### src/rtl/if_fetch_queue.sv
// if_fetch_queue: multi-outstanding instruction fetch with a decoupling FIFO toward decode.
// Optional build macro FETCH_PERF_EN adds perf_fetch_cnt / perf_discard_cnt outputs.
// Contains the generic queue if_fq_fifo used for both the pc queue and the instruction FIFO.

// Generic circular queue with single-cycle flush.
// Latency: a push is visible at the head the cycle after it is written.
// Backpressure: push is ignored when full unless a pop frees the slot in the same cycle.
module if_fq_fifo #(
  parameter int W = 32,
  parameter int D = 4,
  localparam int AW = (D > 1) ? $clog2(D) : 1,
  localparam int CW = $clog2(D + 1)
) (
  input  logic          clk,
  input  logic          resetn,
  input  logic          flush,
  input  logic          push_vld,
  input  logic [W-1:0]  push_dat,
  input  logic          pop_rdy,
  output logic          head_vld,
  output logic [W-1:0]  head_dat,
  output logic [CW-1:0] count
);
  logic [W-1:0]  mem [D];
  logic [AW-1:0] wr_ptr;
  logic [AW-1:0] rd_ptr;
  logic          do_push;
  logic          do_pop;

  function automatic logic [AW-1:0] bump(input logic [AW-1:0] p);
    return (p == AW'(D - 1)) ? '0 : p + 1'b1;
  endfunction

  assign head_vld = (count != '0);
  assign head_dat = mem[rd_ptr];
  assign do_pop   = pop_rdy & head_vld;
  assign do_push  = push_vld & ((count != CW'(D)) | do_pop);

  // Pointer and occupancy bookkeeping; flush empties the queue in one cycle.
  always_ff @(posedge clk or negedge resetn) begin
    if (!resetn) begin
      wr_ptr <= '0;
      rd_ptr <= '0;
      count  <= '0;
    end else if (flush) begin
      wr_ptr <= '0;
      rd_ptr <= '0;
      count  <= '0;
    end else begin
      if (do_push) wr_ptr <= bump(wr_ptr);
      if (do_pop)  rd_ptr <= bump(rd_ptr);
      case ({do_push, do_pop})
        2'b10:   count <= count + 1'b1;
        2'b01:   count <= count - 1'b1;
        default: ;
      endcase
    end
  end

  // Storage array; left unreset since entries are only observable through head_vld.
  always_ff @(posedge clk) begin
    if (do_push && !flush) mem[wr_ptr] <= push_dat;
  end
endmodule

// Fetch queue: issues in-order SRAM reads, tracks their pcs, buffers returns toward decode.
// Latency: 1 cycle from inst_sram_data_ok to fs2ds_valid (registered FIFO, no rdata bypass).
// Backpressure: requests are only issued while every in-flight return is guaranteed a FIFO slot.
module if_fetch_queue #(
  parameter int          DEPTH           = 4,
  parameter int          MAX_OUTSTANDING = 2,
  parameter logic [31:0] RESET_PC        = 32'h1C00_0000
) (
  input  logic        clk,
  input  logic        resetn,
  output logic        inst_sram_req,
  output logic [31:0] inst_sram_addr,
  input  logic        inst_sram_addr_ok,
  input  logic        inst_sram_data_ok,
  input  logic [31:0] inst_sram_rdata,
  input  logic        ds_allowin,
  input  logic        br_stall,
  input  logic        br_taken,
  input  logic [31:0] br_target,
  input  logic        wb_ex,
  input  logic [31:0] ex_entry,
  input  logic        ertn_flush,
  input  logic [31:0] ertn_entry,
  output logic        fs2ds_valid,
  output logic [64:0] fs2ds_bus
`ifdef FETCH_PERF_EN
  ,
  output logic [31:0] perf_fetch_cnt,
  output logic [31:0] perf_discard_cnt
`endif
);
  localparam int OW = $clog2(MAX_OUTSTANDING + 1);
  localparam int CW = $clog2(DEPTH + 1);

  logic          redirect;
  logic [31:0]   redir_pc;
  logic          pend_vld;
  logic [31:0]   pend_pc;
  logic [31:0]   seq_pc;
  logic [OW-1:0] outstanding;
  logic [OW-1:0] discard_cnt;
  logic [CW-1:0] fq_count;
  logic          pcq_vld;
  logic [31:0]   pcq_pc;
  logic          accept;
  logic          ret;
  logic          drop;
  logic          push;
  logic          fq_vld;
  logic [64:0]   fq_head;
  logic [64:0]   fq_push_dat;

  // Redirect arbitration: exception beats ertn, ertn beats branch.
  always_comb begin
    redirect = wb_ex | ertn_flush | br_taken;
    redir_pc = br_target;
    if (wb_ex)           redir_pc = ex_entry;
    else if (ertn_flush) redir_pc = ertn_entry;
  end

  // Fetch address: live redirect, then a redirect still waiting for acceptance, then sequential.
  always_comb begin
    if (redirect)      inst_sram_addr = redir_pc;
    else if (pend_vld) inst_sram_addr = pend_pc;
    else               inst_sram_addr = seq_pc;
  end

  // Outstanding plus buffered never exceeds DEPTH, so a return always finds a slot.
  assign inst_sram_req = resetn & ~br_stall
                       & (32'(outstanding) < MAX_OUTSTANDING)
                       & ((32'(outstanding) + 32'(fq_count)) < DEPTH);

  assign accept      = inst_sram_req & inst_sram_addr_ok;
  // A data_ok with nothing in flight is meaningless and leaves all state untouched.
  assign ret         = inst_sram_data_ok & pcq_vld;
  // Returns in a redirect cycle or while stale responses remain are thrown away.
  assign drop        = ret & (redirect | (discard_cnt != '0));
  assign push        = ret & ~drop;
  assign fq_push_dat = {(pcq_pc[1:0] != 2'b00), inst_sram_rdata, pcq_pc};

  // Pcs of accepted requests in issue order; its occupancy is the outstanding count.
  if_fq_fifo #(.W(32), .D(MAX_OUTSTANDING)) u_pcq (
    .clk      (clk),
    .resetn   (resetn),
    .flush    (1'b0),
    .push_vld (accept),
    .push_dat (inst_sram_addr),
    .pop_rdy  (ret),
    .head_vld (pcq_vld),
    .head_dat (pcq_pc),
    .count    (outstanding)
  );

  // Instruction buffer toward decode; a redirect empties it.
  if_fq_fifo #(.W(65), .D(DEPTH)) u_fq (
    .clk      (clk),
    .resetn   (resetn),
    .flush    (redirect),
    .push_vld (push),
    .push_dat (fq_push_dat),
    .pop_rdy  (ds_allowin),
    .head_vld (fq_vld),
    .head_dat (fq_head),
    .count    (fq_count)
  );

  assign fs2ds_valid = fq_vld;
  assign fs2ds_bus   = fq_vld ? fq_head : '0;

  // Sequential pc follows the last accepted address; a redirect is parked until accepted.
  always_ff @(posedge clk or negedge resetn) begin
    if (!resetn) begin
      seq_pc   <= RESET_PC;
      pend_vld <= 1'b0;
      pend_pc  <= RESET_PC;
    end else begin
      if (accept) seq_pc <= inst_sram_addr + 32'd4;
      if (redirect && !accept) begin
        pend_vld <= 1'b1;
        pend_pc  <= redir_pc;
      end else if (accept) begin
        pend_vld <= 1'b0;
      end
    end
  end

  // Stale-response counter: a redirect marks everything still in flight (minus this cycle's return) stale.
  always_ff @(posedge clk or negedge resetn) begin
    if (!resetn) begin
      discard_cnt <= '0;
    end else if (redirect) begin
      discard_cnt <= outstanding - OW'(ret);
    end else if (drop) begin
      discard_cnt <= discard_cnt - 1'b1;
    end
  end

`ifdef FETCH_PERF_EN
  // Free-running event counters for accepted fetches and dropped returns.
  always_ff @(posedge clk or negedge resetn) begin
    if (!resetn) begin
      perf_fetch_cnt   <= '0;
      perf_discard_cnt <= '0;
    end else begin
      perf_fetch_cnt   <= perf_fetch_cnt + 32'(accept);
      perf_discard_cnt <= perf_discard_cnt + 32'(drop);
    end
  end
`endif
endmodule

### config.mk
export PLATFORM = sky130hd
export DESIGN_NAME = if_fetch_queue
export DESIGN_NICKNAME = d
export VERILOG_FILES = /design/src/rtl/if_fetch_queue.sv
export SDC_FILE = /design/constraint.sdc
export NUM_CORES = 1
export LEC_CHECK = 0
export CAP_MARGIN = 15
export CELL_PAD_IN_SITES_DETAIL_PLACEMENT = 2
export CELL_PAD_IN_SITES_GLOBAL_PLACEMENT = 2
export CORE_MARGIN = 2
export CORE_UTILIZATION = 35
export DETAILED_ROUTE_END_ITERATION = 6
export PLACE_DENSITY_LB_ADDON = 0.08
export SLEW_MARGIN = 20
export SYNTH_ARGS = -nofsm -noshare
export SYNTH_HDL_FRONTEND = slang
export SYNTH_SLANG_ARGS = --single-unit
### constraint.sdc
create_clock -name clk -period 4.15 [get_ports clk]
set_input_delay 0.415 -clock clk [delete_from_list [all_inputs] [get_ports clk]]
set_output_delay 0.415 -clock clk [all_outputs]
set_load 0.02 [all_outputs]
After elaboration in Yosys (flattened, before gate mapping). Memories as Yosys holds them, arrays and structs flattened. Cells that the tools add are included.

$lt $le $gt $ge: 2. Bitwise gates (word level): 18. Mux-type cells: 24. Equality and inequality tests: 8. Reduce and logical (&&, ||, !) cells: 14. Add/subtract/negate cells: 12.

Operator list (count): $mux W32 (4); $mux W65 (1); $add A32 B3 Y32 const B (1); $mux W2 (8); $reduce_bool A2 Y1 (8); $and A1 B1 Y1 (11); $eq A2 B2 Y1 const B (4); $mux W1 (8); $add A2 B1 Y2 const B (3); $pmux W3 S2 (1); $reduce_bool A3 Y1 (2); $or A1 B1 Y1 (5); $add A2 B3 Y4 (1); $eq A2 B1 Y1 const B (2); $lt A4 B3 Y1 const B (1); $pmux W2 S2 (1); $sub A2 B1 Y2 const B (2); $add A3 B1 Y3 const B (1); $mux W3 (1); $ne A3 B3 Y1 const B (1); $sub A3 B1 Y3 const B (1); $add A1 B1 Y1 const B (2); $logic_and A1 B1 Y1 (2); $logic_not A1 Y1 (2); 4 further kinds (5).

Logic and storage cells: 90. Input port bits: 137. Output and inout port bits: 99. RAM bits: 324. Register bits after elaboration: 78. Memories kept: 2.

Memory list: u_fq.mem (depth 4, bits a word 65, rd ports 1, clocked after Yosys merged registers in 0, write ports 1, line 24) `logic [W-1:0] mem [D];`; u_pcq.mem (depth 2, bits a word 32, rd ports 1, clocked after Yosys merged registers in 0, write ports 1, line 24).

Logic depth before layout (Yosys ltp).
Word-level depth: 10. Gate-level depth with buffers: 11. Gate-level depth less buffers: 9.

Hierarchy. From an unflattened synthesis, not the netlist that was laid out.

Cells, all modules: 1206. Area total of the unflattened synthesis: 18057.3 um^2.

By module, submodules not included: if_fq_fifo (u_fq) (cells an instance 403, sequential area each 7982.7 um^2, area an instance 9965.8 um^2, instances 1); if_fetch_queue (cells an instance 678, sequential area each 1684.1 um^2, area an instance 5544.1 um^2, instances 1); if_fq_fifo (u_pcq) (cells an instance 125, sequential area each 2021.9 um^2, area an instance 2547.4 um^2, instances 1).

Worst setup path after synthesis. No wires, ideal clock.

Path type: register to register. Start: reg u_pcq.count[1]. End: mem u_pcq.mem[0][0], enable pin. Setup slack: -81 ps. Cell stages (with the launch flop): 9. Arrival: 3809 ps. Library setup time: 421 ps. Path through: dfrtp_1 > or4b_1 > a311oi_1 > and2_1 > buf_2 > inv_2 > clkbuf_1 > clkbuf_1 > nor2_1.

Word-level cells in the longest chain between the ends: 7.

RTL lines: from (decl) (line 22) `output logic [CW-1:0] count`; from (signal assigned) (line 53) `2'b10: count <= count + 1'b1;`; from (signal assigned) (line 54) `2'b01: count <= count - 1'b1;`; $add A2 B3 Y4 / $lt A2 B2 Y1 (equally long branches) (line 136, 135); $lt A4 B3 Y1 / $and A1 B1 Y1 (equally long branches) (line 136, 135); $and A1 B1 Y1 (*) (line 136) `& ((32'(outstanding) + 32'(fq_count)) < DEPTH);`; net inst_sram_req (line 76) `output logic inst_sram_req,`; $and A1 B1 Y1 (*) (line 138) `assign accept = inst_sram_req & inst_sram_addr_ok;`; $and A1 B1 Y1 (*) (line 37) `assign do_push = push_vld & ((count != CW'(D)) | do_pop);`; $mux W1 (*) (line 62) `if (do_push && !flush) mem[wr_ptr] <= push_dat;`; $mux W1 (implied by the code) (*) (line 62); to (decl) (line 24).

The timed path passes the listed nets; every way through them passes the cells marked *.

Worst setup path in the final report.
Start: reg pend_vld. End: out inst_sram_addr[27].

Word-level cells in the longest chain between the ends: 2.

RTL lines: from (decl) (line 102) `logic pend_vld;`; from (signal assigned) (line 179) `pend_vld <= 1'b0;`; from (signal assigned) (line 184) `pend_vld <= 1'b1;`; from (signal assigned) (line 187) `pend_vld <= 1'b0;`; $mux W32 (line 129) `else if (pend_vld) inst_sram_addr = pend_pc;`; $mux W32 (line 128) `if (redirect) inst_sram_addr = redir_pc;`; to (decl) (line 77) `output logic [31:0] inst_sram_addr,`.

No other way between the ends.

==> run metrics <==
global-route wire length before repair 73,080 um; top layer in use met4; Pleak 7.893 nW; TritonCTS clock tree built; post-synth cell types 67; Reg2Reg Capture Point seq_pc[26]$_DFFE_PN1P_; area fraction of the dominant cell type after synthesis 54.81%; met3 WL 1996 um; Hold Vio Cnt, Final 0; hold slack final 0.2623 ns; H-tree depth 2; number of diodes 0; Post-Syn Area 17,750 um^2; VDD IR max 0.3011 mV; Internal 0.007800 W; share of layout cells above drive strength 1 18.53%; Clk pwr share 37.4%; GP Congestion 0.7686; Setup TNS 0 ns; first-pass iteration count of the detailed router 4; CP max FO 27; post-route ant nets 0; Reg2Reg Depth 9; DR WL/cell 21.61 um; hold_buf cts 1; syn_area_per_cell 15.07 um^2; post-synthesis sequential area ratio 65.84%; total track usage 18.09%; Synth Net Count 1,326; CTS sink count 402; crit share post-route 86.65%; CTS max path bufs 3; DR DRC count 0; Tightest Hold Check Type in -> async; switching share of power 25.86%; measured slew at the worst slew-check pin 0.8904 ns; Post-DP Area 21,060 um^2; largest net degree at the start of global routing 63; area leader, netlist edfxtp_1; die area 52,540 um^2; Post-CTS Repair Setup Buffers 0; Vias per Instance 4.992; R2R setup slack 1.01 ns; commonest non-fill, non-tap cell in the layout edfxtp_1; slowest CP cell dfrtp_2; HPWL after DPL 32,980 um; Worst Setup Start Kind flip-flop; leading cell types in the layout, fill and taps excluded edfxtp_1, clkdlybuf4s50_1, nand2_1; CTS buffer count 45; area delta synth->final 26.95%; Worst path top cell family by delay buffers and inverters; CP endpoint kind output port; total power 0.01052 W; routed wl met2 21,880 um; vias in the first global route 11,967; Setup CP Type reg -> out; WP buf/inv 3; IO Pins 236; flop and latch count out of synthesis 402; Max Clk Rate 0.2781 GHz; endpoints failing setup 0; CP Cell Sequence buf_4, mux2_2, o21ai_0, inv_1, clkdlybuf4s50_1; Std-Cell Rows 82; Synth Instances 1,178; RSZ-0062 raised after global routing false; Slew headroom 40.64%; starting density of the core 35.46%; Final #Nets 1,590; Chip Height 229.2 um; Area contributors post-synth edfxtp_1, dfrtp_1, mux4_2, mux2_2, and2_1; root buffer cell clkbuf_16; clock slew at reported path FFs 0.06 ns; detailed-route via count 10,737; cell area power density 466.8 nW/um^2; Worst R2R Start pend_vld$_DFFE_PN0P_; Max Cap Viol 0; Final Max Slew Viols 0; gr ovfl total 0; Top FF cell, synth edfxtp_1; async set-reset flop share out of synthesis 19.40%; post-CTS sizing 0; Switching Power 0.002720 W; Gate power share 14.9%; Placeable Area 50,070 um^2; met1 wire length 21,850 um; synth warn 0; fin crit period 3.596 ns; Design Area, Final 22,540 um^2; sequential power share 47.7%; EDFF count, synth 324; worst skew pair latency 0.57 ns; Fin Clk Skew 0.01524 ns; initial antenna violation count 0; final wirelength 46,490 um; die width 229.2 um; initial DRC count 512; Worst EP arrival 3.18 ns; status finished clean; Port-buffer cells 235; CP peak stage delay 0.82 ns; CP Data Required Time 3.73 ns
[through the flow]
stage | cells | worst slack (ns) | utilization, %
after global placement | 2066 | 0.6015 | 42.07
after CTS | 2151 | 0.4458 | 45.01
final | 2151 | 0.5542 | 45.01
after detailed placement | 2066 | 0.4633 | 42.07
after floorplan | 1178 | 0.2757 | -
after global routing | 2151 | 0.2882 | 45.01
[state kept, by name, indices dropped and copies added, names as in the netlist, 2 cells and up]
register	cells
u_fq.mem	260
u_pcq.mem	64
pend_pc	32
seq_pc	32
u_fq.count	3
discard_cnt	2
u_fq.rd_ptr	2
u_fq.wr_ptr	2
u_pcq.count	2
[how the worst max path moves through the flow]
stage | slack (ns) | startpoint | cells after the start | end
5_1_grt | 0.29 | pend_vld$_DFFE_PN0P_ | 5 | inst_sram_addr[27]
6_report | 0.55 | pend_vld$_DFFE_PN0P_ | 5 | inst_sram_addr[27]
4_1_cts | 0.45 | pend_vld$_DFFE_PN0P_ | 5 | inst_sram_addr[27]
3_3_place_gp | 0.60 | br_taken | 6 | inst_sram_addr[5]
3_5_place_dp | 0.46 | ertn_flush | 9 | seq_pc[31]$_DFFE_PN0P_
2_1_floorplan | 0.28 | wb_ex | 7 | u_fq.mem[0][0]$_DFFE_PP_
[final cells by class]
class / count / area [um^2]
Fill cell: 4932 / 27530
Multi-Input combinational cell: 683 / 5647
Sequential cell: 402 / 11700
Clock buffer: 56 / 1230
Tap cell: 672 / 840.8
Clock inverter: 28 / 234.0
Inverter: 25 / 93.84
Timing Repair Buffer: 285 / 2793
[Yosys cell counts (3+ instances only)]
cell,count
ha_1,10
buf_4,7
xnor2_1,14
nor2_1,42
nor3_1,6
o31ai_1,19
edfxtp_1,324
o21ai_0,79
a21boi_0,3
mux2_2,53
buf_2,10
a22oi_1,5
clkbuf_1,34
nor3b_1,6
nor2b_1,22
dfstp_2,6
inv_1,23
nand4_1,5
o21a_1,9
a31oi_1,9
o211ai_1,4
and3b_1,7
a211oi_1,4
a21o_1,11
buf_1,10
nand3b_1,3
dfrtp_1,72
or4_1,5
mux2i_1,35
buf_6,7
and3_1,5
nand3_1,15
a21oi_1,25
nand2b_1,11
and2_1,71
mux4_2,65
xor2_1,13
nand2_1,93
[per-layer routing]
metal	track usage, %	vias to the layer above
li1	-	4988
met1	25.10	5505
met2	29.43	196
met3	3.735	48
met4	3.916	0
met5	0	-
[power by group through the flow]
stage / clock, W / sequential (W) / combinational, W
2_1_floorplan: 0 / 0.00497 / 0.000992
3_3_place_gp: 0 / 0.00509 / 0.00154
3_5_place_dp: 0 / 0.00509 / 0.00160
4_1_cts: 0.00409 / 0.00502 / 0.00161
5_1_grt: 0.00421 / 0.00506 / 0.00175
6_report: 0.00393 / 0.00502 / 0.00157
[cells by family (layout without fill, tap and decap cells)]
group	Yosys count	after routing	share of synthesized area, %
XOR/XNOR	27	27	1.332
adder cells (fa/ha/maj)	11	11	0.8176
AO/OA/AOI/OAI	184	184	6.442
buffers and inverters	93	394	2.481
flip-flops	402	402	65.84
AND/OR/NAND/NOR	308	308	9.501
multiplexers	153	153	13.58
Note: power is estimated with default switching activity, not from simulation.
